$ cat config.mk
export PLATFORM = sky130hd
export DESIGN_NAME = calc_sequencer
export DESIGN_NICKNAME = d
export VERILOG_FILES = /design/src/rtl/calc_sequencer.sv
export SDC_FILE = /design/constraint.sdc
export NUM_CORES = 1
export LEC_CHECK = 0
export CAP_MARGIN = 20
export CELL_PAD_IN_SITES_DETAIL_PLACEMENT = 1
export CELL_PAD_IN_SITES_GLOBAL_PLACEMENT = 1
export CORE_ASPECT_RATIO = 1.5
export CORE_MARGIN = 5
export CORE_UTILIZATION = 53
export DETAILED_ROUTE_END_ITERATION = 6
export DONT_BUFFER_PORTS = 1
export PLACE_DENSITY = 0.95
export SYNTH_ARGS = -nofsm -noshare
export SYNTH_HDL_FRONTEND = slang
export SYNTH_SLANG_ARGS = --single-unit
$ cat constraint.sdc
create_clock -name clk -period 3.65 [get_ports clk]
set_input_delay 0 -clock clk [delete_from_list [all_inputs] [get_ports clk]]
set_output_delay 0 -clock clk [all_outputs]
set_load 0.1 [all_outputs]
$ cat src/rtl/calc_sequencer.sv
// rtl/calc_sequencer.sv - key-driven four-digit calculator with a shared multi-cycle mul/div unit
module calc_sequencer #(
    parameter int HOLD_CYCLES = 3
) (
    input  logic        clk,
    input  logic        KEY1,
    input  logic        KEY2,
    input  logic        KEY3,
    input  logic [7:0]  SW,
    output logic [7:0]  a_val,
    output logic [7:0]  b_val,
    output logic [15:0] result,
    output logic        busy,
    output logic        done,
    output logic        err
);

    localparam int CW = (HOLD_CYCLES > 1) ? $clog2(HOLD_CYCLES) : 1;

    typedef enum logic [1:0] {
        IDLE = 2'd0,
        RUN  = 2'd1,
        DONE = 2'd2,
        ERR  = 2'd3
    } state_t;

    // Key path: index 0 = execute (KEY2), index 1 = digit write (KEY3)
    logic [1:0]    keys;
    logic [1:0]    sync1;
    logic [1:0]    sync2;
    logic [CW-1:0] cnt [2];
    logic [1:0]    armed;
    logic [1:0]    key_ev;

    state_t         state;
    state_t         state_nxt;
    logic [3:0][3:0] slot;
    logic [3:0][3:0] slot_nxt;
    logic [7:0]     a_nxt;
    logic [7:0]     b_nxt;
    logic           wr_en;
    logic           ex_en;
    logic           div_zero;
    logic           last_step;

    logic [1:0]     op;
    logic [7:0]     opa;
    logic [7:0]     opb;
    logic [15:0]    acc;
    logic [2:0]     iter;
    logic [8:0]     mul_sum;
    logic [8:0]     div_rem;
    logic [9:0]     div_diff;
    logic [15:0]    acc_step;
    logic [15:0]    alu_res;

    assign keys = {KEY3, KEY2};

    // A press must see HOLD_CYCLES consecutive lows; the key is disarmed until seen high again
    always_ff @(posedge clk) begin
        if (!KEY1) begin
            sync1  <= 2'b11;
            sync2  <= 2'b11;
            armed  <= 2'b11;
            key_ev <= 2'b00;
            for (int k = 0; k < 2; k++) begin
                cnt[k] <= '0;
            end
        end else begin
            sync1  <= keys;
            sync2  <= sync1;
            key_ev <= 2'b00;
            for (int k = 0; k < 2; k++) begin
                if (sync2[k]) begin
                    cnt[k]   <= '0;
                    armed[k] <= 1'b1;
                end else if (armed[k]) begin
                    if (cnt[k] == CW'(HOLD_CYCLES - 1)) begin
                        key_ev[k] <= 1'b1;
                        armed[k]  <= 1'b0;
                        cnt[k]    <= '0;
                    end else begin
                        cnt[k] <= cnt[k] + CW'(1);
                    end
                end
            end
        end
    end

    assign wr_en = key_ev[1] && (state != RUN);
    assign ex_en = key_ev[0] && (state != RUN);

    // Digit write is applied ahead of the execute latch so a coincident press sees it
    always_comb begin
        slot_nxt = slot;
        if (wr_en) begin
            slot_nxt[SW[5:4]] = SW[3:0];
        end
    end

    assign a_nxt     = {slot_nxt[0], slot_nxt[1]};
    assign b_nxt     = {slot_nxt[2], slot_nxt[3]};
    assign div_zero  = ex_en && (SW[7:6] == 2'b11) && (b_nxt == 8'h00);
    assign last_step = !op[1] || (iter == 3'd7);

    always_ff @(posedge clk) begin
        if (!KEY1) begin
            state <= IDLE;
        end else begin
            state <= state_nxt;
        end
    end

    always_comb begin
        state_nxt = state;
        case (state)
            IDLE, DONE, ERR: begin
                if (ex_en) begin
                    state_nxt = div_zero ? ERR : RUN;
                end
            end
            RUN: begin
                if (last_step) begin
                    state_nxt = DONE;
                end
            end
            default: state_nxt = IDLE;
        endcase
    end

    // acc = {high, low}: mul shifts product right through it, div shifts quotient bits in from the right
    always_comb begin
        mul_sum  = {1'b0, acc[15:8]} + (acc[0] ? {1'b0, opb} : 9'd0);
        div_rem  = {acc[15:8], acc[7]};
        div_diff = {1'b0, div_rem} - {2'b00, opb};
        acc_step = acc;
        if (!op[0]) begin
            acc_step = {mul_sum, acc[7:1]};
        end else if (!div_diff[9]) begin
            acc_step = {div_diff[7:0], acc[6:0], 1'b1};
        end else begin
            acc_step = {div_rem[7:0], acc[6:0], 1'b0};
        end
    end

    always_comb begin
        case (op)
            2'b00:   alu_res = {8'h00, opa} + {8'h00, opb};
            2'b01:   alu_res = {8'h00, opa} - {8'h00, opb};
            default: alu_res = acc_step;
        endcase
    end

    always_ff @(posedge clk) begin
        if (!KEY1) begin
            slot   <= '0;
            op     <= 2'b00;
            opa    <= 8'h00;
            opb    <= 8'h00;
            acc    <= 16'h0000;
            iter   <= 3'd0;
            result <= 16'h0000;
            done   <= 1'b0;
            err    <= 1'b0;
        end else begin
            slot <= slot_nxt;
            done <= 1'b0;
            if (ex_en) begin
                op   <= SW[7:6];
                opa  <= a_nxt;
                opb  <= b_nxt;
                acc  <= {8'h00, a_nxt};
                iter <= 3'd0;
                err  <= div_zero;
            end else if (state == RUN) begin
                acc  <= acc_step;
                iter <= iter + 3'd1;
                if (last_step) begin
                    result <= alu_res;
                    done   <= 1'b1;
                end
            end
        end
    end

    assign a_val = {slot[0], slot[1]};
    assign b_val = {slot[2], slot[3]};
    assign busy  = (state == RUN);

endmodule

# Word level (Yosys, flattened, before mapping)
# Memories as Yosys holds them, arrays and structs flattened.
# Cells that the tools add are included.
# word_totals
input_bits	12
ramBits	4
word_cells	115
n_memories	1
regBits	81
# op_classes
magnitude_cmp	2
addsub	7
reduce_logical	18
n_bitwise	9
mux	48
eq_ne	11
# mem_list
memory	depth	word_bits	read_ports	rd_ports_with_merged_regs	write_ports	line	rtl
cnt	2	2	2	0	2	31	logic [CW-1:0] cnt [2];
# ops
operator	count
2-to-1 mux 16 bit	3
case mux 16 bit (2 select lines)	1
2-to-1 mux 1 bit	28
2-to-1 mux 8 bit	3
adder 8 x 8 -> 9 bit	2
2-to-1 mux 2 bit	9
bitwise mux 16 bit	1
== test 2 bit, second input constant	5
subtractor 9 x 8 -> 10 bit	1
subtractor 8 x 8 -> 9 bit	1
demux 4 bit (select 2 bit)	1
logical NOT 8 bit	1
OR 1 bit	6
OR reduction 2 bit	3
OR reduction 3 bit	2
logical AND 1 bit	5
adder 2 x 1 -> 2 bit, second input constant	2
== test 2 x 1 -> 1 bit, second input constant	2
logical NOT 2 bit	2
2-to-1 mux 4 bit	1
inequality test 2 x 1 -> 1 bit, second input constant	2
case mux 2 bit (2 select lines)	1
adder 3 x 1 -> 3 bit, second input constant	1
== test 3 bit, second input constant	1
other kinds (9)	11

# Longest topological paths before layout
# logic_depth
depth_word	11
ltp_mapped	10

# Worst setup path after synthesis
# No wires, ideal clock.
# synth_path
kind	reg2reg
startpoint	register opb[6]
endpoint	register acc[13]
setup_ns	0.181
slack_ns	1.274
arrival_time_ns	2.195
t_required_ns	3.469
stages_incl_launch_ff	10
cell_sequence	dfxtp_1 > inv_1 > ha_1 > a21o_1 > a221o_1 > or2_1 > buf_6 > or3_1 > o211ai_2 > a21oi_1
# synth_between
elab_chain_len	3
word_cells_on_any_way	5
cone_classes	2 x add/sub; 3 x mux
# synth_lines
item	line	rtl
start: declaration	48	logic [7:0] opb;
start signal: assignment	171	opb <= b_nxt;
subtractor 9 x 8 -> 10 bit / 2-to-1 mux 8 bit (equally long branches)	135, 133	
2-to-1 mux 16 bit / adder 8 x 8 -> 9 bit (equally long branches)	139, 133	
2-to-1 mux 16 bit (*)	137	if (!op[0]) begin
end signal: assignment	172	acc <= {8'h00, a_nxt};
end signal: assignment	176	acc <= acc_step;
end: declaration	49	logic [15:0] acc;
# Mark *: on every way between the ends. The rest lies on a longest branch, timed or not.
# A chain may end at the register's enable or synchronous reset.

# Worst setup path after layout
# layout_path
startpoint	register opb[7]
endpoint	register result[15]
# layout_between
elab_chain_len	4
word_cells_on_any_way	7
cone_classes	3 x add/sub; 4 x mux
# layout_lines
item	line	rtl
subtractor 9 x 8 -> 10 bit / 2-to-1 mux 8 bit (equally long branches)	135, 133	
2-to-1 mux 16 bit / adder 8 x 8 -> 9 bit (equally long branches)	139, 133	
2-to-1 mux 16 bit	137	
case mux 16 bit (2 select lines) (*)	147	case (op)
end signal: assignment	179	result <= alu_res;
end: declaration	12	output logic [15:0] result,
# Marks and branches as above.

==> impl_results.md <==
* GPL Wtd Cong at around 0.95
* Nets at approximately 640
* Largest net degree at the start of global routing at 62
* Slowest CP cell: dfxtp_1
* Commonest non-fill, non-tap cell in the layout: dfxtp_1
* Initial antenna violation count at 0
* Final worst-path cycle share at about three quarters
* Io pins at 47
* Root buffer cell: clkbuf_16
* Fmax at ~0.36 GHz
* EDFF count, synth at 4
* Critical Path, Cell by Cell: inv_1 > ha_1 > and3_1 > a221o_1 > or2_1 > o311ai_1 > o311ai_1 > a211oi_1
* CP Max Fanout at 9
* Post-DP HPWL at roughly 13000 um
* Via count at 5001
* Area after DPL at 5165 um2
* CP endpoint kind: flip-flop
* Vias per cell at 7.104
* RSZ-0062 raised after global routing: no
* Row cnt at 43
* H-tree Lvls at 3
* Top-area cell type share of the netlist area at 32.02%
* Stages on the worst setup path at 8
* Crit-path leading delay family: compound AO/OA/AOI/OAI gates
* Die Wd at 89.82 um
* CTS tree: built
* Max stage delay on crit path at roughly 0.44 ns
* Initial Utilization at 54.42%
* Post-synth top flop: dfxtp_1
* Final clock skew at about 0.013 ns
* Largest family of logic cells by synthesized area: compound AO/OA/AOI/OAI gates
* PortBufs at 0
* Run status: finished, final reports clean
* Hold Vio Cnt, Final at 0
* First-pass GRT wire length at 31700 um
* CORE AREA at about 9300 um2
* Reg2Reg Depth at 8
* Layout fillers at about 1000
* Setup TNS at 0 ns
* Worst slew margin at a little over a quarter
* Worst setup path class: reg -> reg
* Mux contribution to synthesized area at between 7 and 8%
* DR WL/cell at between 20 and 30 um
* Worst path bufs/invs at 1
* Async set-reset flop share out of synthesis at 0%
* Most Crowded Layer GR: met2
* Critical Path Most Common Cell: o311ai_1
* Vias in the first global route at about 5400
* Met2 GRT Util at 64.70%
* Total congestion overflow at 0
* Area added between synthesis and finish at 10.35%
* Static leakage at about 2.4 nW
* Seq/Total Area, Yosys at 34.39%
* Fin. max-slew vios at 0
* Syn avg cell area at between 8 and 9 um2
* Clock Sinks at 85
* Simple-Gate Fraction of Synth Area at between 10% and 20%
* CTS buffer count at 9
* Yosys reg bits at 85
* ANT cells at 0
* Distinct cells, synth at 64
* Compound-Gate Fraction of Synth Area at between 20% and 30%
* Worst-margin pin slew at about 1.1 ns
* Hold-fix buffers, CTS at 12
* Detail Route Antenna Nets at 0
* Routed Wire Length at between 20000 and 25000 um
* Global Route Usage Sum at 35.38%
* Initial DRC Count at about 450
* Max_cap viols at 0
* Clock-pin slew on the worst setup and hold paths at approximately 0.07 ns
* Die area at around 12000 um2
* Clock Latency Late Sink at about 0.35 ns
* Critical Path RT at approximately 3.9 ns
* Min Tclk post-route at roughly 2.8 ns
* VDD IR-drop max at 0.0004710 V
* Crit path DAT at a little over 3 ns
* Layout cell share with drive strength beyond 1 at under 10%
* Ys Warns at 0
* Finished Cell Area at ~5600 um2
* CP startpoint kind: flip-flop
* Post-Syn Area at approximately 5100 um2
* Hold Path Class: in -> reg
* Setup bufs post-CTS at 0
* Most frequent cells in the layout: 81 x dfxtp_1, 61 x nand2_1, 43 x o21ai_0
* Syn nets at about 640
* Yosys top cell by area: dfxtp_1
* Die H at between 100 and 150 um
* Remaining DRCs at 0
* Synth top area cells: dfxtp_1 32%, ha_1 8.9%, mux2i_1 5.1%
* Setup Viol. Count Final at 0
* Maximum root-to-sink buffer count at 2
* First-pass detailed-route iteration total at 7
* Synth Instances at between 500 and 600
* Power Dens Cells at 347.6 nW/um2
* M3 GR Usage at under 10%
* Worst hold path depth at 2
* Post-cts repair resize count at 0
* Synth Area in XOR/XNOR at roughly 2.2%
* Adder-cell share of the synthesized area at a little over a tenth
* Met1 Use GR at approximately a third
==> layer usage <==
metal  up-vias  share of wire, %
li1       2100                 -
met1      2443                33
met2       330                51
met3       128               6.5
met4         0               8.7
met5         -                 0
==> report_power, final <==
group / switching (mW) / internal, mW
clock: 0.448 / 0.510
sequential: 0.00248 / 0.936
combinational: 0.0272 / 0.0197
total: 0.478 / 1.47
==> synth_stat cells, types with 5 or more instances <==
cell type,instances
dfxtp_1,81
nand2_1,61
o21ai_0,43
ha_1,36
a21oi_1,33
inv_1,33
nor2_1,27
mux2i_1,26
nor2b_1,23
clkbuf_1,22
nor3_1,21
o211a_1,14
a211oi_1,9
o211ai_1,9
xnor2_1,9
nand2b_1,8
buf_1,7
nand3_1,7
a21boi_0,6
o21a_1,6
o22ai_1,6
a21o_1,5
and2_1,5
o21bai_1,5
or2_2,5
==> worst paths after layout <==
kind                                   end      from  slack [ns]
worst max register to register  result[15]    opb[7]        0.87
worst min-delay path              a_val[6]     SW[2]        0.03
worst min register to register    sync2[1]  sync1[1]        0.45
worst max-delay path            result[15]    opb[7]        0.87
==> worst register-to-register path, delay by kind of cell (launching register included) <==
| kind | cells | cell delay, ns |
|---|---|---|
| buffers and inverters | 1 | 0.13 |
| adder cells (fa/ha/maj) | 1 | 0.41 |
| AO/OA/AOI/OAI | 4 | 1.09 |
| flip-flops | 1 | 0.44 |
| AND/OR/NAND/NOR | 2 | 0.62 |
==> logic make-up (layout without fill, tap and decap cells) <==
group           count (synthesis)  count (layout)
simple gates                  178             178
compound gates                170             170
flops                          85              85
buf+inv                        65              73
fa+ha+maj                      40              40
mux                            33              33
xor+xnor                       13              13
==> area by class of cell <==
class	count	area (um2)	area share, %
inverter	33	123.9	2.216
clock buffer	11	254.0	4.544
clock inverter	5	40.04	0.7164
tap	112	140.1	2.507
timing repair buffer	24	220.2	3.940
sequential	85	1742	31.16
multi-input combinational	434	3069	54.91
==> per-stage QoR <==
step	hold slack, ns	cells	setup WS [ns]	util (%)	power, mW
detailed placement	0.08392	676	0.9465	55.49	0.9795
CTS	0.006325	704	0.9443	60.05	1.909
global placement	0.07760	676	1.154	55.49	0.9778
global route	0.01953	704	0.7539	60.05	1.972
finish	0.02720	704	0.8692	60.05	1.943
floorplan	0.1015	584	1.274	-	0.9825
==> registers in the layout (all words and copies together), names as in the netlist <==
name	count
opa	8
op	2
b_val	8
key_ev	2
acc	16
sync1	2
result	16
sync2	2
a_val	8
cnt	4
done	1
state	2
err	1
opb	8
armed	2
iter	3
(Power assumes the default switching activity.)
